**config.mk**
```make
export PLATFORM = sky130hd
export DESIGN_NAME = multicycle_ctrl
export DESIGN_NICKNAME = d
export VERILOG_FILES = /design/src/rtl/arch_pkg.sv /design/src/rtl/cond_check.sv /design/src/rtl/multicycle_ctrl.sv
export SDC_FILE = /design/constraint.sdc
export NUM_CORES = 1
export LEC_CHECK = 0
export BUFFER_PORTS_ARGS = -buffer_cell sky130_fd_sc_hd__buf_2
export CAP_MARGIN = 15
export CELL_PAD_IN_SITES_DETAIL_PLACEMENT = 1
export CELL_PAD_IN_SITES_GLOBAL_PLACEMENT = 1
export CORE_UTILIZATION = 30
export DETAILED_ROUTE_END_ITERATION = 10
export PLACE_DENSITY = 0.73
export SLEW_MARGIN = 20
export SYNTH_ARGS = -nofsm -noshare
export SYNTH_HDL_FRONTEND = slang
export SYNTH_SLANG_ARGS = --single-unit
```
**constraint.sdc**
```tcl
create_clock -name clk -period 2.1 [get_ports clk]
set_input_delay 0.105 -clock clk [delete_from_list [all_inputs] [get_ports clk]]
set_output_delay 0.105 -clock clk [all_outputs]
set_load 0.01 [all_outputs]
```
**src/rtl/arch_pkg.sv**
```systemverilog
// rtl/arch_pkg.sv - shared encodings and instruction decode for multicycle_ctrl
// LONGMUL_EN adds SMUL/UMUL decode and the ALUWB_HI state.
package arch_pkg;

  typedef enum logic [3:0] {
    FETCH, DECODE, MEMADR, MEMRD, MEMWB, MEMWR, EXECR, EXECI, ALUWB, BRANCH
`ifdef LONGMUL_EN
    , ALUWB_HI
`endif
  } state_t;

  localparam logic [2:0] ALU_ADD  = 3'b000;
  localparam logic [2:0] ALU_SUB  = 3'b001;
  localparam logic [2:0] ALU_AND  = 3'b010;
  localparam logic [2:0] ALU_ORR  = 3'b011;
  localparam logic [2:0] ALU_EOR  = 3'b100;
  localparam logic [2:0] ALU_MUL  = 3'b101;
  localparam logic [2:0] ALU_SMUL = 3'b110;
  localparam logic [2:0] ALU_UMUL = 3'b111;
  localparam logic [2:0] ALU_DIV  = 3'b100;

  localparam logic [3:0] CMD_AND  = 4'b0000;
  localparam logic [3:0] CMD_EOR  = 4'b0001;
  localparam logic [3:0] CMD_SUB  = 4'b0010;
  localparam logic [3:0] CMD_ADD  = 4'b0100;
  localparam logic [3:0] CMD_CMP  = 4'b1010;
  localparam logic [3:0] CMD_ORR  = 4'b1100;
  localparam logic [3:0] CMD_MUL  = 4'b0000;
  localparam logic [3:0] CMD_SMUL = 4'b0110;
  localparam logic [3:0] CMD_UMUL = 4'b0100;
  localparam logic [3:0] CMD_DIV  = 4'b1000;

  localparam logic [3:0] MULOP_SPECIAL = 4'b1001;

  localparam logic [3:0] COND_EQ = 4'h0, COND_NE = 4'h1, COND_CS = 4'h2, COND_CC = 4'h3;
  localparam logic [3:0] COND_MI = 4'h4, COND_PL = 4'h5, COND_VS = 4'h6, COND_VC = 4'h7;
  localparam logic [3:0] COND_HI = 4'h8, COND_LS = 4'h9, COND_GE = 4'hA, COND_LT = 4'hB;
  localparam logic [3:0] COND_GT = 4'hC, COND_LE = 4'hD, COND_AL = 4'hE;

  typedef struct packed {
    logic [2:0] alu;
    logic       special;
    logic       wr;
    logic       setf;
    logic       upd_cv;
`ifdef LONGMUL_EN
    logic       long_mul;
`endif
  } dec_t;

  function automatic dec_t decode(input logic [1:0] op, input logic [5:0] funct,
                                  input logic [3:0] mulop);
    dec_t d;
    d      = '0;
    d.alu  = ALU_ADD;
    d.wr   = 1'b1;
    d.setf = funct[0];
    if (op == 2'b00 && !funct[5] && mulop == MULOP_SPECIAL) begin
      d.special = 1'b1;
      case (funct[4:1])
        CMD_MUL: d.alu = ALU_MUL;
`ifdef LONGMUL_EN
        CMD_SMUL: begin d.alu = ALU_SMUL; d.long_mul = 1'b1; end
        CMD_UMUL: begin d.alu = ALU_UMUL; d.long_mul = 1'b1; end
`else
        CMD_SMUL, CMD_UMUL: d.alu = ALU_MUL;
`endif
        CMD_DIV: d.alu = ALU_DIV;
        default: begin d.special = 1'b0; d.wr = 1'b0; d.upd_cv = 1'b1; end
      endcase
    end else begin
      case (funct[4:1])
        CMD_ADD: begin d.alu = ALU_ADD; d.upd_cv = 1'b1; end
        CMD_SUB: begin d.alu = ALU_SUB; d.upd_cv = 1'b1; end
        CMD_AND: d.alu = ALU_AND;
        CMD_ORR: d.alu = ALU_ORR;
        CMD_EOR: d.alu = ALU_EOR;
        CMD_CMP: begin d.alu = ALU_SUB; d.wr = 1'b0; d.setf = 1'b1; d.upd_cv = 1'b1; end
        default: begin d.wr = 1'b0; d.upd_cv = 1'b1; end
      endcase
    end
    return d;
  endfunction

endpackage

```
**src/rtl/cond_check.sv**
```systemverilog
// rtl/cond_check.sv - ARM condition-code evaluation against NZCV flags
module cond_check
  import arch_pkg::*;
(
  input  logic [3:0] cond,
  input  logic [3:0] flags,
  output logic       cond_ex
);

  logic n, z, c, v;
  assign {n, z, c, v} = flags;

  always_comb begin
    cond_ex = 1'b0;
    case (cond)
      COND_EQ: cond_ex = z;
      COND_NE: cond_ex = !z;
      COND_CS: cond_ex = c;
      COND_CC: cond_ex = !c;
      COND_MI: cond_ex = n;
      COND_PL: cond_ex = !n;
      COND_VS: cond_ex = v;
      COND_VC: cond_ex = !v;
      COND_HI: cond_ex = c && !z;
      COND_LS: cond_ex = !c || z;
      COND_GE: cond_ex = (n == v);
      COND_LT: cond_ex = (n != v);
      COND_GT: cond_ex = !z && (n == v);
      COND_LE: cond_ex = z || (n != v);
      COND_AL: cond_ex = 1'b1;
      default: cond_ex = 1'b0;  // 4'b1111 never executes
    endcase
  end

endmodule

```
**src/rtl/multicycle_ctrl.sv**
```systemverilog
// rtl/multicycle_ctrl.sv - multicycle ARM-subset control FSM with NZCV flag register
// LONGMUL_EN enables SMUL/UMUL and the RdHi write-back state.
module multicycle_ctrl
  import arch_pkg::*;
(
  input  logic       clk,
  input  logic       reset_n,
  input  logic [3:0] Cond,
  input  logic [1:0] Op,
  input  logic [5:0] Funct,
  input  logic [3:0] MulOp,
  input  logic [3:0] ALUFlags,
  output logic       PCWrite,
  output logic       MemWrite,
  output logic       RegWrite,
  output logic       IRWrite,
  output logic       AdrSrc,
  output logic [1:0] ALUSrcA,
  output logic [1:0] ALUSrcB,
  output logic [1:0] ResultSrc,
  output logic [1:0] ImmSrc,
  output logic [1:0] RegSrc,
  output logic [2:0] ALUControl,
  output logic       special,
  output logic       LongHi,
  output logic [3:0] Flags
);

  state_t     state, next;
  dec_t       dec_q;
  logic [3:0] flags_q;
  logic       cond_ex;
  logic       in_exec;

  cond_check u_cond_check (.cond(Cond), .flags(flags_q), .cond_ex(cond_ex));

  assign in_exec = (state == EXECR) || (state == EXECI);
  assign Flags   = flags_q;
  assign ImmSrc  = Op;
  assign RegSrc  = {Op == 2'b01, Op == 2'b10};

  always_ff @(posedge clk or negedge reset_n) begin
    if (!reset_n) begin
      state   <= FETCH;
      dec_q   <= '0;
      flags_q <= 4'b0000;
    end else begin
      state <= next;
      if (state == DECODE) dec_q <= decode(Op, Funct, MulOp);
      // EXEC is only reachable with CondEx=1, so no re-check here
      if (in_exec && dec_q.setf) begin
        flags_q[3:2] <= ALUFlags[3:2];
        if (dec_q.upd_cv) flags_q[1:0] <= ALUFlags[1:0];
      end
    end
  end

  always_comb begin
    next       = FETCH;
    PCWrite    = 1'b0;
    MemWrite   = 1'b0;
    RegWrite   = 1'b0;
    IRWrite    = 1'b0;
    AdrSrc     = 1'b0;
    ALUSrcA    = 2'd0;
    ALUSrcB    = 2'd0;
    ResultSrc  = 2'd0;
    ALUControl = ALU_ADD;
    special    = 1'b0;
    LongHi     = 1'b0;
    case (state)
      FETCH: begin
        IRWrite   = 1'b1;
        PCWrite   = 1'b1;
        ALUSrcA   = 2'd1;
        ALUSrcB   = 2'd2;
        ResultSrc = 2'd2;
        next      = DECODE;
      end
      DECODE: begin
        ALUSrcA = 2'd1;
        ALUSrcB = 2'd2;
        if (cond_ex) begin
          case (Op)
            2'b01:   next = MEMADR;
            2'b10:   next = BRANCH;
            2'b00:   next = Funct[5] ? EXECI : EXECR;
            default: next = FETCH;
          endcase
        end
      end
      MEMADR: begin
        ALUSrcB = 2'd1;
        next    = Funct[0] ? MEMRD : MEMWR;
      end
      MEMRD: begin
        AdrSrc = 1'b1;
        next   = MEMWB;
      end
      MEMWB: begin
        RegWrite  = 1'b1;
        ResultSrc = 2'd1;
      end
      MEMWR: begin
        AdrSrc   = 1'b1;
        MemWrite = 1'b1;
      end
      BRANCH: begin
        ALUSrcB   = 2'd1;
        ResultSrc = 2'd2;
        PCWrite   = 1'b1;
      end
      EXECR, EXECI: begin
        ALUSrcB    = (state == EXECI) ? 2'd1 : 2'd0;
        ALUControl = dec_q.alu;
        special    = dec_q.special;
        next       = dec_q.wr ? ALUWB : FETCH;
      end
      ALUWB: begin
        RegWrite   = 1'b1;
        ALUControl = dec_q.alu;
        special    = dec_q.special;
`ifdef LONGMUL_EN
        next       = dec_q.long_mul ? ALUWB_HI : FETCH;
`endif
      end
`ifdef LONGMUL_EN
      ALUWB_HI: begin
        RegWrite   = 1'b1;
        LongHi     = 1'b1;
        ALUControl = dec_q.alu;
        special    = dec_q.special;
      end
`endif
      default: next = FETCH;
    endcase
  end

endmodule
```
* Word level (Yosys, flattened, before mapping)
Index checks and enable logic that the tools add are counted.
Widths: inputs -> output; s select.
** Word-level totals
- Bits in registers :: 15
- Input port bits :: 22
- Output and inout bits :: 24
** Cells by class
- Equality and inequality tests :: 35
- Muxes and demuxes :: 30
- Reductions and logical operators :: 30
** Operators by type and width (count)
- $eq 4x4->1 const B :: 13
- $eq 4x3->1 const B :: 10
- $eq 4x2->1 const B :: 5
- $pmux 4 s5 :: 1
- $mux 1 :: 17
- $pmux 1 s15 :: 1
- $reduce_or 2->1 :: 7
- $eq 4x1->1 const B :: 3
- $logic_not 4->1 :: 3
- $pmux 3 s4 :: 1
- $pmux 4 s3 :: 1
- $mux 3 :: 3
- $reduce_or 3->1 :: 3
- $mux 4 :: 2
- $pmux 2 s3 :: 1
- $pmux 3 s2 :: 1
- $logic_and 1x1->1 :: 5
- $logic_not 1->1 :: 5
- $reduce_or 5->1 :: 1
- $pmux 2 s2 :: 1
- $reduce_or 4->1 :: 1
- $logic_or 1x1->1 :: 3
- $eq 2x1->1 const B :: 1
- $eq 2x2->1 const B :: 1
- 5 further kinds :: 5

* Logic depth before layout (Yosys ltp)
Gate-level depths: netlist of the first run.
- Depth after elaboration :: 5
- Depth in mapped cells :: 7

* Modules after synthesis
From an unflattened synthesis of the first run, not the netlist that was laid out.
** Unflattened totals
- Cell total of the unflattened synthesis :: 145
- Area, all modules :: 1204.9 µm²
** Modules (own cells, without submodules)
- multicycle_ctrl :: times used 1, cells each 117, area each 1011.0 µm²
- cond_check :: times used 1, cells each 28, area each 193.9 µm²

* Least setup slack after synthesis of the first run
OpenSTA, ideal clock, no wires.
- Path type :: register to register
- Start :: register flags_q[0] (netlist: Flags[0])
- End :: register state[1]
- Setup time :: 0.130 ns
- Arrival time :: 1.473 ns
- Required time :: 1.970 ns
- Slack :: 0.498 ns
- Cell stages (with the launch flop) :: 6
- Period minus slack after synthesis :: 1.602 ns
- Path through :: dfrtp_1 xor2_1 o21ai_0 a221o_1 a211oi_1 o22ai_1
** Between the ends
- Cells in the longest elaborated chain, start to end :: 5
** Ends and longest elaborated chain
- start, declared :: RTL line multicycle_ctrl.sv:31 : logic [3:0] flags_q;
- start signal, assigned :: RTL line multicycle_ctrl.sv:53 : if (dec_q.upd_cv) flags_q[1:0] <= ALUFlags[1:0];
- $ne 1x1->1 / $eq 1x1->1 (equally long branches)
- $logic_or 1x1->1 / $logic_and 1x1->1 (equally long branches) :: RTL line cond_check.sv:29, cond_check.sv:28
- $pmux 1 s15 (*) :: RTL line cond_check.sv:15 : case (cond)
- $mux 4 (*) :: RTL line multicycle_ctrl.sv:83 : if (cond_ex) begin
- $pmux 4 s5 (*) :: RTL line multicycle_ctrl.sv:71 : case (state)
- via next[1] :: RTL line multicycle_ctrl.sv:29 : state_t state, next;
- end signal, assigned :: RTL line multicycle_ctrl.sv:48 : state <= next;
- end, declared :: RTL line multicycle_ctrl.sv:29
The timed path passes the listed nets; every way through them passes the cells marked *.
A chain may end at the register's enable or synchronous reset.

* Final worst setup path of the first run
- Start :: register flags_q[3] (netlist: Flags[3])
- End :: register state[1]
The elaborated chain is that of the path after synthesis.

==> flow_summary.ini, run 1 <==
[outcome]
status = completed

[floorplanning]
chipWidth_um = 65.2
start_util_pct = 32.1
dieArea_mm2 = 0.00426
dieHeight_um = 65.2
std_cell_rows = 22
io-pin-count = 46
core_mm2 = 0.00374

[critical_path]
cp.arrival_ns = 1.99
r2r_setup_slack_ns = 0.23
cp_slowest_cell = a221o_1
worstPathRequired_ns = 2.22
critPathTopFamily = compound AO/OA/AOI/OAI gates
end_kind = flop
startpoint_type = flop
reg2reg_to = state[1]
crit_chain = xor2_1 -> o21ai_0 -> a221o_1 -> a211oi_1 -> o22ai_1
rr_startpoint = Flags[3]
startpoint = Flags[3]
max_stage_delay_ns = 0.43
crit_type = flop to flop
worst-path-buf-inv = 0
cp_max_fo = 5
r2r_cells = 5

[clocking]
root_buffer = clkbuf_8
cts_sinks = 15
h-tree-depth = 1
cts_tree = done
cts_buffer_depth = 2
path_clk_slew_ns = 0.06
worstSkewPairLatency_ns = 0.25
cts_buffers = 3
ctsResizeCount = 0

[placement]
hpwl_um = 2670
gp_congestion = 0.861
io_buffers = 43

[synthesis]
synth.distinct_cells = 41
yosysTopAreaCellShare_pct = 31.3
synth_cells = 142
seq_area_frac_synth_pct = 31.3
ys.flop_type = dfrtp_1
synth_async_sr_flop_share_pct = 100
syn_area_mm2 = 0.00120
ys_top_cells_by_area = dfrtp_1, nor3b_1, buf_4, mux2_2, nor2_1
synth_edf_count = 0
avgSynthCellArea_um2 = 8.45
ys_ff_latch = 15
ys_warn_count = 0
yosysTopAreaCell = dfrtp_1

[global_route]
overflow = 0
grt_pass1_vias = 1211
grt_first_pass_wirelength_um = 5680
track_usage_pct = 17.3
antenna_found_initial = 0
grt_max_degree = 16

[sta]
fin_crit_ns = 1.87
whs_ns = 0.0863
drv_slew = 0
period_share_pct = 89.1
hold_viol = 0
grt_setup_unrepaired = no
max_freq_mhz = 534
setup_tns_ns = 0
clock_skew_ns = 0.00242
setup_viol = 0

[routing]
wirelength_um = 3340
first_pass_iters = 4
drc = 0
drtIter0Drc = 32
drtAntennaViolNets = 0
via_per_inst = 5.29
vias = 1184
wl_per_cell_um = 14.9

[finish]
diodes = 0
area_growth_pct = 20.5
drive_above_1_share_pct = 31.8
nets = 199
fillers = 470

[hold_path]
hold_path_depth = 2
hold_class = input port to flop
hp-start = ALUFlags[0]
hold_end = Flags[0]

[pwr]
ir_worst_vdd_uv = 485
p_leak_nw = 0.649
p_per_area_mw_per_mm2 = 1100

[run]
max_cap_violations = 0
cell usage after synthesis (all sizes together) (4+ instances only):
master / n
dfrtp: 15
clkbuf: 7
mux2: 5
nor3b: 8
buf: 8
nor2b: 5
nor2: 12
inv: 7
nand3: 5
nor3: 8
nand2: 10
o21ai: 7
mux2i: 4
stage by stage:
stage | setup slack [ns] | util (%) | total power [mW] | instance area, um2 | cells
finish | 0.229 | 38.6 | 1.59 | 1450 | 224
global route | 0.0628 | 38.6 | 1.72 | 1450 | 224
detailed placement | 0.247 | 37.2 | 1.35 | 1390 | 219
CTS | 0.207 | 38.6 | 1.60 | 1450 | 224
global placement | 0.407 | 37.2 | 1.32 | 1390 | 219
floorplan | 0.498 | - | 1.12 | 1200 | 143
cell families (layout without fill, tap and decap cells):
group / count (synthesis) / in the layout / synth area share (%)
AOI/OAI and AO/OA: 26 / 26 / 16.5
xor gates and xnor gates: 6 / 6 / 4.38
buffers and inverters: 22 / 55 / 9.49
DFF: 15 / 15 / 31.3
muxes: 9 / 9 / 8.34
other: 1 / 2 / 0.313
and+or+nand+nor: 63 / 63 / 29.7
flip-flops by register name (all words and copies together), names as in the netlist:
| signal | flops |
|---|---|
| state | 4 |
| Flags | 4 |
| dec_q | 7 |
area by class of cell:
type                            count  area, um2  area share (%)
Clock buffer                        4       45.0            3.11
Inverter                            7       26.3            1.82
Multi-Input combinational cell    106        714            49.4
Sequential cell                    15        375            26.0
Tap cell                           48       60.1            4.15
Timing Repair Buffer               44        225            15.6
cell usage in the layout (no fill, tap or decap), drive strengths merged, types with 4 or more instances in the layout:
cell	count
inv	7
mux2	5
mux2i	4
o21ai	7
nand3	5
dfrtp	15
clkbuf	4
nor2	12
nand2	10
nor3b	8
nor3	8
nor2b	5
buf	43
report_power, final:
part / total (mW) / switching (mW) / internal (mW)
Combinational: 0.782 / 0.426 / 0.356
Sequential: 0.564 / 0.161 / 0.403
Clock: 0.244 / 0.109 / 0.135
Total: 1.59 / 0.697 / 0.894
worst max-delay path by stage:
stage | to | cells after the start
3_3_place_gp | state[1] | 5
4_1_cts | special | 5
5_1_grt | ALUControl[2] | 5
3_5_place_dp | state[1] | 5
2_1_floorplan | state[1] | 5
6_report | state[1] | 5
routing by layer:
| metal | wire [um] | GRT usage [%] |
|---|---|---|
| met2 | 1660 | 29.8 |
| met3 | 92 | 1.91 |
| met4 | 61 | 7.34 |
| met5 | 0 | 0 |
| met1 | 1530 | 21.6 |
what timing repair did:
item,CTS,global route
hold endpoints to repair,15,0
hold buffers,1,0
setup buffers,0,0
Power figures use the tool's default switching activity.
==> inputs of run 2 (changes only) <==
Settings changed: BUFFER_PORTS_ARGS -buffer_cell sky130_fd_sc_hd__buf_2 to -buffer_cell sky130_fd_sc_hd__buf_4.
==> run 2 against run 1 <==
  * Non-clock buffer count stayed put
  * Clock power about the same
  * First-iteration DRC count up 47%
  * Fmax is 0.59% lower
  * Clock-buffer cell count unchanged
  * Final cell count did not move
==> flow_summary.ini, run 2 (synthesized netlist as in run 1, its figures left out) <==
[clocking]
cts_sinks = 15
path_clk_slew_ns = 0.06
worstSkewPairLatency_ns = 0.25
ctsResizeCount = 0
h-tree-depth = 1
cts_buffer_depth = 2
root_buffer = clkbuf_8
cts_buffers = 3
cts_tree = done
cts_setup_buffers = 0

[pwr]
ir_worst_vdd_uv = 538
p_leak_nw = 0.678
seqPwrFrac_pct = 33.7
p_per_area_mw_per_mm2 = 1080
switching_share_pct = 41.6
p_sw_mw = 0.696
clockPowerShare_pct = 14.5
p_int_mw = 0.976
combPwrFrac_pct = 51.8

[finish]
multi_input_area_um2 = 714
diodes = 0
seqCellArea_um2 = 375
stdcell_area_mm2 = 0.00155
mostFrequentLayoutCell = buf_4
mostFrequentLayoutCells = buf_4, dfrtp_1, nor2_1, nand2_1
nets = 199
largest_register = dec_q
largest_register_ffs = 7
drive_above_1_share_pct = 31.8
fillers = 478
area_growth_pct = 29.5

[hold_path]
hold_class = input port to flop

[outcome]
status = completed

[sta]
setup_tns_ns = 0
hold_viol = 0
fin_crit_ns = 1.88
tightest_slew_ns = 0.490
grt_setup_unrepaired = no
max_freq_mhz = 531
period_share_pct = 89.6
relSlewSlack_pct = 67.1
clock_skew_ns = 0.00145
drv_slew = 0
whs_ns = 0.0842
setup_viol = 0

[floorplanning]
dieArea_mm2 = 0.00426
start_util_pct = 32.1
io-pin-count = 46
core_mm2 = 0.00374
chipWidth_um = 65.2
std_cell_rows = 22
dieHeight_um = 65.2

[global_route]
track_usage_pct = 18.1
overflow = 0
grt_max_degree = 16
grt_pass1_vias = 1224
grt_first_pass_wirelength_um = 5910
antenna_found_initial = 0

[critical_path]
worstPathRequired_ns = 2.00
end_kind = output pin
startpoint_type = flop
crit_type = flop to output pin
cp.arrival_ns = 1.78
cp_max_fo = 12

[routing]
first_pass_iters = 4
wirelength_um = 3350
wl_per_cell_um = 15.0
drtAntennaViolNets = 0
via_per_inst = 5.28
drtIter0Drc = 47
vias = 1183
drc = 0

[run]
max_cap_violations = 0

[placement]
gp_congestion = 0.825
io_buffers = 43
postPlaceCellArea_mm2 = 0.00150
hpwl_um = 2780
run 2: cell counts in the layout (fill, tap and decap cells not counted):
No cell type changed its count.
run 2: what timing repair did:
| item | CTS | global route |
|---|---|---|
| setup endpoints to repair | 0 | 0 |
| hold buffers | 1 | 0 |
| endpoints found under the hold margin | 15 | 0 |
run 2: routing by layer:
layer | global-route usage, % | vias to the layer above | part of all wire, %
met2 | 31.2 | 26 | 51
met3 | 2.08 | 5 | 3.5
met1 | 23.0 | 582 | 44
met5 | 0 | - | 0
met4 | 6.52 | 0 | 1.5
li1 | - | 570 | -
run 2: layout make-up:
class | count | area share (%)
Sequential cell | 15 | 24.2
Tap cell | 48 | 3.86
Timing Repair Buffer | 44 | 21.4
Multi-Input combinational cell | 106 | 46.0
Inverter | 7 | 1.69
Clock buffer | 4 | 2.90
run 2: path summary, 6_finish.rpt:
path                              from       end  slack (ns)  cells after the start
setup / recovery              state[1]   special        0.22                      5
hold reg to reg               dec_q[5]  dec_q[5]        0.48                      1
min in group asynchronous      reset_n  state[3]        0.25                      2
setup reg to reg              Flags[3]  state[1]        0.35                      5
hold / removal             ALUFlags[0]  Flags[0]        0.08                      2
max in group asynchronous      reset_n  dec_q[4]        1.67                      2
run 2: critical path, cell delays in order (launching register included):
cell and delay, ns:
dfrtp_1 0.57, inv_1 0.13, nor2_1 0.33, nor2_1 0.18
nor2b_1 0.17, buf_4 0.14
run 2: power by group through the flow:
stage               Clock [mW]  Combinational [mW]  Sequential, mW
floorplan                    0               0.621           0.498
global placement             0               0.850           0.561
detailed placement           0               0.871           0.571
CTS                      0.247               0.876           0.566
global route             0.266               0.959           0.593
finish                   0.243               0.866           0.563
run 2: metrics by stage:
stage / instances / utilization, % / setup slack (ns) / power, mW
3_5_place_dp: 219 / 40.0 / 0.345 / 1.44
3_3_place_gp: 219 / 40.0 / 0.414 / 1.41
5_1_grt: 224 / 41.5 / 0.00692 / 1.82
4_1_cts: 224 / 41.5 / 0.196 / 1.69
6_report: 224 / 41.5 / 0.218 / 1.67
2_1_floorplan: 143 / - / 0.498 / 1.12
==> inputs of run 3 (changes only) <==
Settings changed: SYNTH_HIERARCHICAL set to 1.
==> run 3 against run 2 <==
  * Flip-flop and latch count did not move
  * Clock-buffer cell count unchanged
  * Sequential power rose by 3%
  * Non-clock buffer count grew 1
  * Final cell count grew 2.7%
  * Combinational power up 19%
  * Clock power shrank 7%
==> flow_summary.ini, run 3 <==
[clocking]
h-tree-depth = 1
cts_sinks = 15
cts_tree = done
cts_buffers = 3
root_buffer = clkbuf_8
cts_setup_buffers = 0
path_clk_slew_ns = 0.06
worstSkewPairLatency_ns = 0.24
cts_buffer_depth = 2

[synthesis]
yosysTopAreaCell = dfrtp_1
ys_top_cells_by_area = dfrtp_1, a21oi_1, nor2_1, mux2_2, nand2b_1
ys_ff_latch = 15
yosysMostFrequentCell = nor2_1
ys.flop_type = dfrtp_1
synth.distinct_cells = 44
yosysTopAreaCellShare_pct = 31.2
synth_async_sr_flop_share_pct = 100
seq_area_frac_synth_pct = 31.2
synth_edf_count = 0
synth_common_cells = nor2_1, dfrtp_1, a21oi_1, nand2_1, nor3_1
synth_cells = 145
avgSynthCellArea_um2 = 8.31
ys_warn_count = 6
syn_area_mm2 = 0.00120

[critical_path]
cp_slowest_cell = dfrtp_2
end_kind = flop
worstPathRequired_ns = 2.22
endpoint = state[2]
worst-path-buf-inv = 0
r2r_setup_slack_ns = 0.13
rr_startpoint = Flags[0]
cp.arrival_ns = 2.09
critPathTopFamily = compound AO/OA/AOI/OAI gates
reg2reg_to = state[2]
r2r_cells = 8
startpoint_type = flop
startpoint = Flags[0]
crit_type = flop to flop
crit_chain = xnor2_2 -> o22ai_1 -> a211o_1 -> a211o_1 -> nand2b_1 -> nor2_1 -> o21ai_0 -> a21oi_1
cp_max_fo = 6
cp.depth = 8
crit_top_cell = a211o_1
max_stage_delay_ns = 0.45

[finish]
fillers = 483
nets = 205
seqCellArea_um2 = 378
largest_register = dec_q
area_growth_pct = 30.3
largest_register_ffs = 7
diodes = 0
mostFrequentLayoutCells = buf_4, nor2_1, dfrtp_1, a21oi_1
drive_above_1_share_pct = 32.4
multi_input_area_um2 = 728
mostFrequentLayoutCell = buf_4
final_core_util_pct = 41.9

[routing]
drtAntennaViolNets = 0
drc = 0
wirelength_um = 3210
vias = 1194
first_pass_iters = 4
wl_per_cell_um = 13.9
drtIter0Drc = 18
via_per_inst = 5.19

[global_route]
grt_pass1_vias = 1230
antenna_found_initial = 0
grt_busiest_layer = met2
grt_first_pass_wirelength_um = 5440
grt_use_met1_pct = 18.3
met3_usage_pct = 1.56
track_usage_pct = 16.4
gr-usage-met2_pct = 30.7
overflow = 0
grt_max_degree = 16

[placement]
gp_congestion = 0.785
io_buffers = 43
dp_slack_ns = 0.0895
hpwl_um = 2630

[hold_path]
hp-start = ALUFlags[1]
hold_class = input port to flop

[pwr]
p_int_mw = 1.08
ir_worst_vdd_uv = 233
switching_share_pct = 41.3
clockPowerShare_pct = 12.4
p_per_area_mw_per_mm2 = 1170
p_leak_nw = 0.706
p_sw_mw = 0.757
combPwrFrac_pct = 56.1
seqPwrFrac_pct = 31.5

[sta]
setup_slack_ns = 0.127
drv_slew = 0
setup_viol = 0
max_freq_mhz = 507
hold_viol = 0
grt_setup_unrepaired = no
clock_skew_ns = 0.00148
setup_tns_ns = 0
period_share_pct = 94.0
fin_crit_ns = 1.97

[run]
max_cap_violations = 0

[floorplanning]
chipWidth_um = 65.4
core_mm2 = 0.00374
io-pin-count = 46
std_cell_rows = 22
dieArea_mm2 = 0.00427
start_util_pct = 32.2
dieHeight_um = 65.4

[outcome]
status = completed
==> run 3: timing repair <==
item | in CTS | in global routing
endpoints found under the hold margin | 15 | 0
hold buffers | 1 | 0
setup endpoints to repair | 0 | 1
resized for setup | 0 | 2
==> run 3: layout make-up <==
cell class                      count  area share, %
Sequential cell                    15           24.1
Tap cell                           48           3.82
Clock buffer                        4           2.87
Multi-Input combinational cell    113           46.4
Timing Repair Buffer               45           21.7
Inverter                            5           1.20
==> run 3: worst min path at each step <==
| stage | endpoint | cells after the start | slack [ns] |
|---|---|---|---|
| 6_report | Flags[1] | 2 | 0.09 |
| 3_5_place_dp | dec_q[6] | 1 | -0.03 |
| 3_3_place_gp | dec_q[6] | 1 | -0.03 |
| 4_1_cts | Flags[1] | 2 | 0.09 |
| 5_1_grt | Flags[0] | 2 | 0.09 |
| 2_1_floorplan | Flags[0] | 0 | -0.19 |
==> run 3: power by group through the flow <==
stage               clock network, mW  logic [mW]  registers, mW
global route                    0.255        1.13          0.605
floorplan                           0       0.715          0.547
CTS                             0.235        1.05          0.578
finish                          0.227        1.03          0.578
global placement                    0        1.01          0.566
detailed placement                  0        1.05          0.583
==> run 3: cells by family (layout without fill, tap and decap cells) <==
kind of cell | after synthesis | count (layout) | synth area share (%)
mux | 6 | 6 | 5.81
xor+xnor | 5 | 5 | 4.26
compound gates | 38 | 38 | 20.2
simple gates | 62 | 62 | 29.5
buf+inv | 18 | 54 | 8.72
other cells | 1 | 2 | 0.311
flops | 15 | 15 | 31.2
==> run 3: per-layer routing <==
layer	share of wire, %	vias to the layer above	routed length, um
met1	42	565	1340
met3	3.2	8	103
met5	0	-	0
li1	-	586	-
met2	53	35	1690
met4	2.2	0	72
==> run 3: through the flow <==
step	cell area (um2)	instances	power (mW)	hold WS, ns
CTS	1570	230	1.86	0.0926
global route	1570	230	1.99	0.0867
detailed placement	1510	225	1.63	-0.0291
finish	1570	230	1.83	0.0940
floorplan	1210	146	1.26	-0.191
global placement	1510	225	1.57	-0.0328
